`src/rtl/pipeline_stall_sequencer.sv`:
```
// Pipeline stall/flush sequencer: turns hazard requests into stall, freeze and redirect sequences.
// Latency: RUN outputs are combinational (zero cycle). Sequences last LOAD_STALL_CYC or MDU_LAT-1 cycles.
// Backpressure: the sequencer ignores requests while it is in LSTALL or MDU_BUSY. Optional PIPE_STALL_PERF_EN builds the stall/flush counters.
module pipeline_stall_sequencer #(
    parameter int LOAD_STALL_CYC = 1,
    parameter int MDU_LAT        = 4
) (
    input  logic        clk,
    input  logic        rst,
    input  logic        load_use_haz,
    input  logic        branch_taken,
    input  logic [31:0] bta,
    input  logic        mdu_start,
    output logic        pc_write,
    output logic        if_id_write,
    output logic        id_ex_write,
    output logic        if_id_flush,
    output logic        id_ex_flush,
    output logic        ex_mem_flush,
    output logic        pc_redirect,
    output logic [31:0] redirect_pc,
    output logic        mdu_busy,
    output logic [31:0] stall_cnt,
    output logic [31:0] flush_cnt
);

    typedef enum logic [1:0] {
        RUN      = 2'd0,
        LSTALL   = 2'd1,
        MDU_BUSY = 2'd2
    } state_e;

    localparam logic [4:0] LSTALL_LOAD = 5'(LOAD_STALL_CYC - 1);
    localparam logic [4:0] MDU_LOAD    = 5'(MDU_LAT - 1);

    state_e     state_q, state_d;
    logic [4:0] cnt_q, cnt_d;

    always_ff @(posedge clk or posedge rst) begin
        if (rst) begin
            state_q <= RUN;
            cnt_q   <= 5'd0;
        end else begin
            state_q <= state_d;
            cnt_q   <= cnt_d;
        end
    end

    always_comb begin
        state_d = state_q;
        cnt_d   = cnt_q;
        case (state_q)
            RUN: begin
                if (load_use_haz) begin
                    // A one-cycle load stall is fully covered by the RUN cycle itself.
                    if (LOAD_STALL_CYC > 1) begin
                        state_d = LSTALL;
                        cnt_d   = LSTALL_LOAD;
                    end
                end else if (mdu_start) begin
                    state_d = MDU_BUSY;
                    cnt_d   = MDU_LOAD;
                end
            end
            LSTALL, MDU_BUSY: begin
                cnt_d = cnt_q - 5'd1;
                if (cnt_q == 5'd1) begin
                    state_d = RUN;
                end
            end
            default: begin
                state_d = RUN;
                cnt_d   = 5'd0;
            end
        endcase
    end

    always_comb begin
        pc_write     = 1'b1;
        if_id_write  = 1'b1;
        id_ex_write  = 1'b1;
        if_id_flush  = 1'b0;
        id_ex_flush  = 1'b0;
        ex_mem_flush = 1'b0;
        pc_redirect  = 1'b0;
        redirect_pc  = 32'd0;
        mdu_busy     = 1'b0;
        // Reset overrides everything so an in-flight sequence aborts at once.
        if (!rst) begin
            case (state_q)
                RUN: begin
                    if (load_use_haz) begin
                        pc_write    = 1'b0;
                        if_id_write = 1'b0;
                        id_ex_flush = 1'b1;
                    end else if (!mdu_start && branch_taken) begin
                        pc_redirect = 1'b1;
                        redirect_pc = bta;
                        if_id_flush = 1'b1;
                    end
                end
                LSTALL: begin
                    pc_write    = 1'b0;
                    if_id_write = 1'b0;
                    id_ex_flush = 1'b1;
                end
                MDU_BUSY: begin
                    pc_write     = 1'b0;
                    if_id_write  = 1'b0;
                    id_ex_write  = 1'b0;
                    ex_mem_flush = 1'b1;
                    mdu_busy     = 1'b1;
                end
                default: begin
                    pc_write = 1'b1;
                end
            endcase
        end
    end

`ifdef PIPE_STALL_PERF_EN
    logic [31:0] stall_cnt_q, flush_cnt_q;

    always_ff @(posedge clk or posedge rst) begin
        if (rst) begin
            stall_cnt_q <= 32'd0;
            flush_cnt_q <= 32'd0;
        end else begin
            if (!pc_write && (stall_cnt_q != 32'hFFFF_FFFF)) begin
                stall_cnt_q <= stall_cnt_q + 32'd1;
            end
            if (pc_redirect && (flush_cnt_q != 32'hFFFF_FFFF)) begin
                flush_cnt_q <= flush_cnt_q + 32'd1;
            end
        end
    end

    assign stall_cnt = stall_cnt_q;
    assign flush_cnt = flush_cnt_q;
`else
    assign stall_cnt = 32'd0;
    assign flush_cnt = 32'd0;
`endif

endmodule

```
`config.mk`:
```
export PLATFORM = sky130hd
export DESIGN_NAME = pipeline_stall_sequencer
export DESIGN_NICKNAME = d
export VERILOG_FILES = /design/src/rtl/pipeline_stall_sequencer.sv
export SDC_FILE = /design/constraint.sdc
export NUM_CORES = 1
export LEC_CHECK = 0
export CAP_MARGIN = 20
export CORE_AREA = 2 2 55 57
export CTS_CLUSTER_SIZE = 12
export DETAILED_ROUTE_END_ITERATION = 8
export DIE_AREA = 0 0 57 59
export DONT_BUFFER_PORTS = 1
export HOLD_SLACK_MARGIN = 0.06
export MAX_ROUTING_LAYER = met4
export RECOVER_POWER = 50
export SYNTH_ARGS = -nofsm -noshare
export SYNTH_HDL_FRONTEND = slang
export SYNTH_SLANG_ARGS = --single-unit
```
`constraint.sdc`:
```
create_clock -name clk -period 1.7 [get_ports clk]
set_clock_uncertainty 0.15 [all_clocks]
set_input_delay 0.34 -clock clk [delete_from_list [all_inputs] [get_ports clk]]
set_output_delay 0.34 -clock clk [all_outputs]
set_load 0.03 [all_outputs]
```
==> results.md, run 1 <==
* Outcome: complete, but fails checks
* Failing checks: negative setup slack
* Ports at 141
* Worst Hold Class: input port to register
* Reg-to-Reg Start: cnt_q[0]
* Vias at 743
* Synthesized-area fraction occupied by adder cells at 2.275%
* Nets at 184
* Synth Area in Compound Gates at 4.437%
* CTS Buf Count at 3
* Largest net degree at the start of global routing at 34
* Buf/Inv on CP at 2
* DRC at 0
* Area Growth Syn to Fin at -7.850%
* Post-Route Setup TNS at -4.476 ns
* Gr usage total at 12.35%
* CTS root buffer: clkbuf_4
* Mapped Area at 1100 um2
* Worst-Skew Late Latency at 0.25 ns
* P_int at 0.4948 mW
* Pwr dens at 1067 nW/um2
* Syn Inst Count at 142
* Row Count at 19
* Share of cells above drive strength 1 at 32.87%
* Sw frac at 54.23%
* Final setup fails at 34
* Wirelength per Cell at 14.25 um
* Reg power frac at 26.0%
* Largest family of logic cells by synthesized area: buffers and inverters
* Max stage delay on crit path at 0.40 ns
* Die width at 57 um
* Initial antenna violation count at 0
* Worst Hold Margin at 0.2964 ns
* CP endpoint kind: primary output
* CP Data Arrival Time at 1.36 ns
* Clock share of power at 12.1%
* Post-synth cell types at 25
* Die height at 59 um
* Routed Wire Length at 2.480 mm
* Core area at 2710 um2
* Worst slack, placed at 0.04603 ns
* CTS clk-pin slew, worst paths at 0.05 ns
* Worst-case clock buffer depth at 2
* Final core utilization at 37.40%
* Comb pwr share at 61.9%
* Seq cells post-synth at 6
* Drt pass-1 iters at 4
* Ant. Diodes at 0
* Pwr Total at 1.081 mW
* Fmax at 542.0 MHz
* Max cap viols at 0
* Psw at 0.5863 mW
* Synth Warn # at 0
* Final worst slack at -0.1451 ns
* Crit. Startpoint: state_q[1]
* WP depth at 4
* Non-Filler Instances at 174
* Placed instance area at 945.9 um2
* Design area at 1013 um2
* Crit share post-route at 108.5%
* Worst Path Required at 1.21 ns
* Worst-path fanout max at 33
* R2R cell count at 5
* Mux cell area share after synthesis at 1.820%
* Vias in the first global route at 585
* H-tree depth at 1
* Post-DP HPWL at 2.120 mm
* I/O Buffers at 0
* Hold Path Depth at 3
* Crit start category: register
* Register area share after synthesis at 13.65%
* RSZ-0062 raised after global routing: yes
* Cell Chain, Critical Path: nor4_4 > buf_12 > and3_4 > buf_6
* Die ar. at 3363 um2
* Max-slew violations at 0
* Post-synthesis simple-gate area fraction at 25.48%
* Via density at 4.270
* Lkg Pwr at 0.6295 nW
* Delay-heaviest family, CP: flip-flops
* Gpl congestion at 0.7297
* WS Path Type: register to primary output
* Final hold vios at 0
* Clk sink count at 6
* Peak supply drop at 0.0008259 V
* Hold Path Origin: load_use_haz
* Worst path slowest cell: dfrtp_1
* Synth Area in XOR/XNOR at 0.7964%
* Initial Util at 40.58%
* Synth Area per Inst at 7.745 um2
* Gr ovfl total at 0
* First-pass GRT wire length at 3.001 mm
* DP Cell Count at 170
* Fin crit period at 1.845 ns
* ANT nets after route at 0
* Iteration-0 DRC Markers at 25
* CTS tree: yes
[metal layers]
metal	vias up	track usage, %	routed length [um]	part of all wire (%)
li1	337	-	-	-
met1	315	10.34	688	28
met2	89	23.48	1353	55
met3	2	6.550	424	17
met4	0	3.654	13	0.52
met5	-	-	0	0
[worst paths after layout]
check	to	slack, ns
min in group asynchronous	state_q[1]	0.49
max	redirect_pc[29]	-0.15
max in group asynchronous	cnt_q[1]	0.67
max reg2reg	cnt_q[4]	0.18
min	cnt_q[2]	0.30
min reg2reg	cnt_q[4]	0.42
[kinds of logic (layout without fill, tap and decap cells)]
| group | count (synthesis) | after routing |
|---|---|---|
| buf+inv | 80 | 18 |
| simple gates | 44 | 44 |
| compound gates | 6 | 6 |
| flops | 6 | 6 |
| fa+ha+maj | 2 | 2 |
| mux | 2 | 2 |
| other cells | 1 | 64 |
| xor+xnor | 1 | 1 |
[synthesized netlist by cell type, drive strengths merged]
| cell | count | area share, % |
|---|---|---|
| clkbuf | 6 | 2.4 |
| a22oi | 1 | 0.68 |
| a22o | 2 | 1.7 |
| and3 | 34 | 19 |
| buf | 68 | 47 |
| mux2i | 2 | 1.8 |
| nor3 | 1 | 0.45 |
| a211o | 1 | 0.80 |
| xor2 | 1 | 0.80 |
| nor2 | 3 | 1.0 |
| nor2b | 1 | 0.57 |
| dfrtp | 6 | 14 |
| conb | 1 | 0.34 |
| inv | 6 | 2.0 |
| nand2 | 1 | 0.34 |
| and2 | 1 | 0.57 |
| or3 | 1 | 0.57 |
| o21ai | 1 | 0.45 |
| nor4 | 1 | 1.9 |
| nor3b | 1 | 0.68 |
| a41oi | 1 | 0.80 |
| ha | 2 | 2.3 |
[worst reg2reg max path: cells and delay by family (launching register included)]
family / cells / cell delay (ns)
flops: 1 / 0.39
fa+ha+maj: 1 / 0.20
buf+inv: 1 / 0.09
xor+xnor: 1 / 0.11
simple gates: 1 / 0.27
compound gates: 1 / 0.19
[state kept, by name, indices dropped and copies added, names as in the netlist]
register / cells
state_q: 1
cnt_q: 5
[power groups by stage]
stage          clock [mW]  combinational [mW]  sequential (mW)
2_1_floorplan           0               0.721            0.259
3_3_place_gp            0               0.628            0.273
3_5_place_dp            0               0.644            0.280
4_1_cts             0.138               0.660            0.278
5_1_grt             0.145               0.726            0.292
6_report            0.131               0.669            0.281
[placed cells by master (no fill, tap or decap), types with 2 or more instances in the layout]
cell type	Yosys	routed
and3_2	0	27
dfrtp_1	6	6
and3_4	0	4
nor2_1	3	3
ha_1	2	2
buf_4	67	2
and3_1	34	3
clkbuf_4	0	3
buf_6	1	4
inv_1	6	4
conb_1	1	64
mux2i_1	2	2
[cell type report]
class	count	area (um2)
tap	31	38.79
multi-input combinational	119	683.2
fill	291	1697
sequential	6	150.1
clock buffer	3	22.52
timing repair buffer	9	93.84
inverter	6	25.02
[repair_timing]
item | in CTS | in global routing
resized for setup | 7 | 5
gates cloned | 0 | 0
endpoints found under the setup margin | 35 | 36
hold buffers | 1 | 0
buffers inserted | 0 | 0
hold endpoints to repair | 6 | 0
pin swaps | 1 | 0
Note: power is estimated with default switching activity, not from simulation.
==> run 2: changes to the inputs <==
--- a/config.mk
+++ b/config.mk
@@ -5,6 +5,7 @@
 export SDC_FILE = /design/constraint.sdc
 export NUM_CORES = 1
 export LEC_CHECK = 0
+export ABC_CLOCK_PERIOD_IN_PS = 1700
 export CAP_MARGIN = 20
 export CORE_AREA = 2 2 55 57
 export CTS_CLUSTER_SIZE = 12
==> results of run 2 <==
No change in the layout: final DEF, timing and power equal those of run 1.
==> run 3: changes to the inputs <==
--- a/config.mk
+++ b/config.mk
@@ -15,6 +15,7 @@
 export HOLD_SLACK_MARGIN = 0.06
 export MAX_ROUTING_LAYER = met4
 export RECOVER_POWER = 50
+export SKIP_LAST_GASP = 1
 export SYNTH_ARGS = -nofsm -noshare
 export SYNTH_HDL_FRONTEND = slang
 export SYNTH_SLANG_ARGS = --single-unit
==> results.md, run 3 (synthesis results as in run 1) <==
* Drt pass-1 iters at 4
* Worst slack, placed at 0.04603 ns
* Final worst slack at -0.1499 ns
* CTS root buffer: clkbuf_4
* Worst-path fanout max at 33
* Worst-Skew Late Latency at 0.25 ns
* Post-Route Setup TNS at -4.488 ns
* Gr ovfl total at 0
* H-tree depth at 1
* Fmax at 540.6 MHz
* Via density at 4.264
* First-pass GRT wire length at 3.001 mm
* Ant. Diodes at 0
* Gpl congestion at 0.7297
* Final hold vios at 0
* Commonest non-fill, non-tap cells in the layout: conb_1, and3_2, dfrtp_1
* Pwr Total at 1.076 mW
* I/O Buffers at 0
* Commonest non-fill, non-tap cell in the layout: conb_1
* Worst path slowest cell: dfrtp_1
* Final setup fails at 34
* Lkg Pwr at 0.6293 nW
* Largest net degree at the start of global routing at 34
* Max cap viols at 0
* Worst-case clock buffer depth at 2
* Top reg by flops: cnt_q
* Core area at 2710 um2
* Ports at 141
* Final core utilization at 36.70%
* DRC at 0
* Wirelength per Cell at 14.35 um
* Top Registers: cnt_q: 5 flops, state_q: 1 flops
* Crit share post-route at 108.8%
* Routed Wire Length at 2.497 mm
* Setup bufs post-CTS at 0
* Vias in the first global route at 585
* WS Path Type: register to primary output
* Initial Util at 40.58%
* CP endpoint kind: primary output
* Die height at 59 um
* Worst Hold Class: input port to register
* CTS Buf Count at 3
* Pwr dens at 1082 nW/um2
* Area Growth Syn to Fin at -9.556%
* Iteration-0 DRC Markers at 25
* R2R Setup Slk at 0.18 ns
* Non-Filler Instances at 174
* Die ar. at 3363 um2
* Cell Chain, Critical Path: nor4_4 > buf_12 > and3_1 > buf_4
* Max-slew violations at 0
* CP Data Arrival Time at 1.36 ns
* CTS tree: yes
* ANT nets after route at 0
* Vias at 742
* Share of cells above drive strength 1 at 32.17%
* Worst Path Required at 1.21 ns
* Initial antenna violation count at 0
* Post-DP HPWL at 2.120 mm
* RSZ-0062 raised after global routing: yes
* Clk sink count at 6
* Failing checks: negative setup slack
* Crit start category: register
* Die width at 57 um
* Row Count at 19
* Outcome: complete, but fails checks
* Fin crit period at 1.850 ns
* Max stage delay on crit path at 0.40 ns
* Peak supply drop at 0.0008096 V
* Gr usage total at 12.35%
* DP Cell Count at 170
* Nets at 184
* Max reg flops at 5
* CTS clk-pin slew, worst paths at 0.05 ns
## run 3: path summary, 6_finish.rpt
kind,from,endpoint,cells past startpoint
min,load_use_haz,cnt_q[2],3
max in group asynchronous,rst,cnt_q[1],3
min in group asynchronous,rst,state_q[1],3
min reg2reg,cnt_q[4],cnt_q[4],1
max reg2reg,cnt_q[0],cnt_q[4],5
max,state_q[1],redirect_pc[29],4
## run 3: cell type report
class | instances | area, um2
tap | 31 | 38.79
timing repair buffer | 9 | 82.58
clock buffer | 3 | 22.52
multi-input combinational | 119 | 678.2
sequential | 6 | 150.1
fill | 299 | 1715
inverter | 6 | 22.52
## run 3: report_power, final
group | switching, mW | internal (mW)
clock network | 0.0514 | 0.0799
registers | 0.0651 | 0.216
logic | 0.467 | 0.197
total | 0.584 | 0.492
## run 3: per-layer routing
layer / up-vias / track usage [%] / part of all wire (%)
met5: - / - / 0
met4: 0 / 3.654 / 0.52
met3: 2 / 6.550 / 17
met2: 89 / 23.48 / 54
met1: 314 / 10.34 / 28
li1: 337 / - / -
## run 3: per-stage QoR
step / hold slack (ns) / instance area [um2]
finish: 0.2964 / 994.7
floorplan: 0.001026 / 1379
global placement: 0.1165 / 945.9
global route: 0.3076 / 994.7
detailed placement: 0.1266 / 945.9
CTS: 0.2952 / 987.2
## run 3: worst max-delay path: cells and delay by family (launching register included)
family                 cells  cell delay [ns]
buffers and inverters      2             0.35
DFF                        1             0.40
and+or+nand+nor            2             0.36
## run 3: timing repair
item	CTS	global route
hold endpoints to repair	6	0
pin swaps	1	0
hold buffers	1	0
resized for setup	4	3
endpoints found under the setup margin	35	36
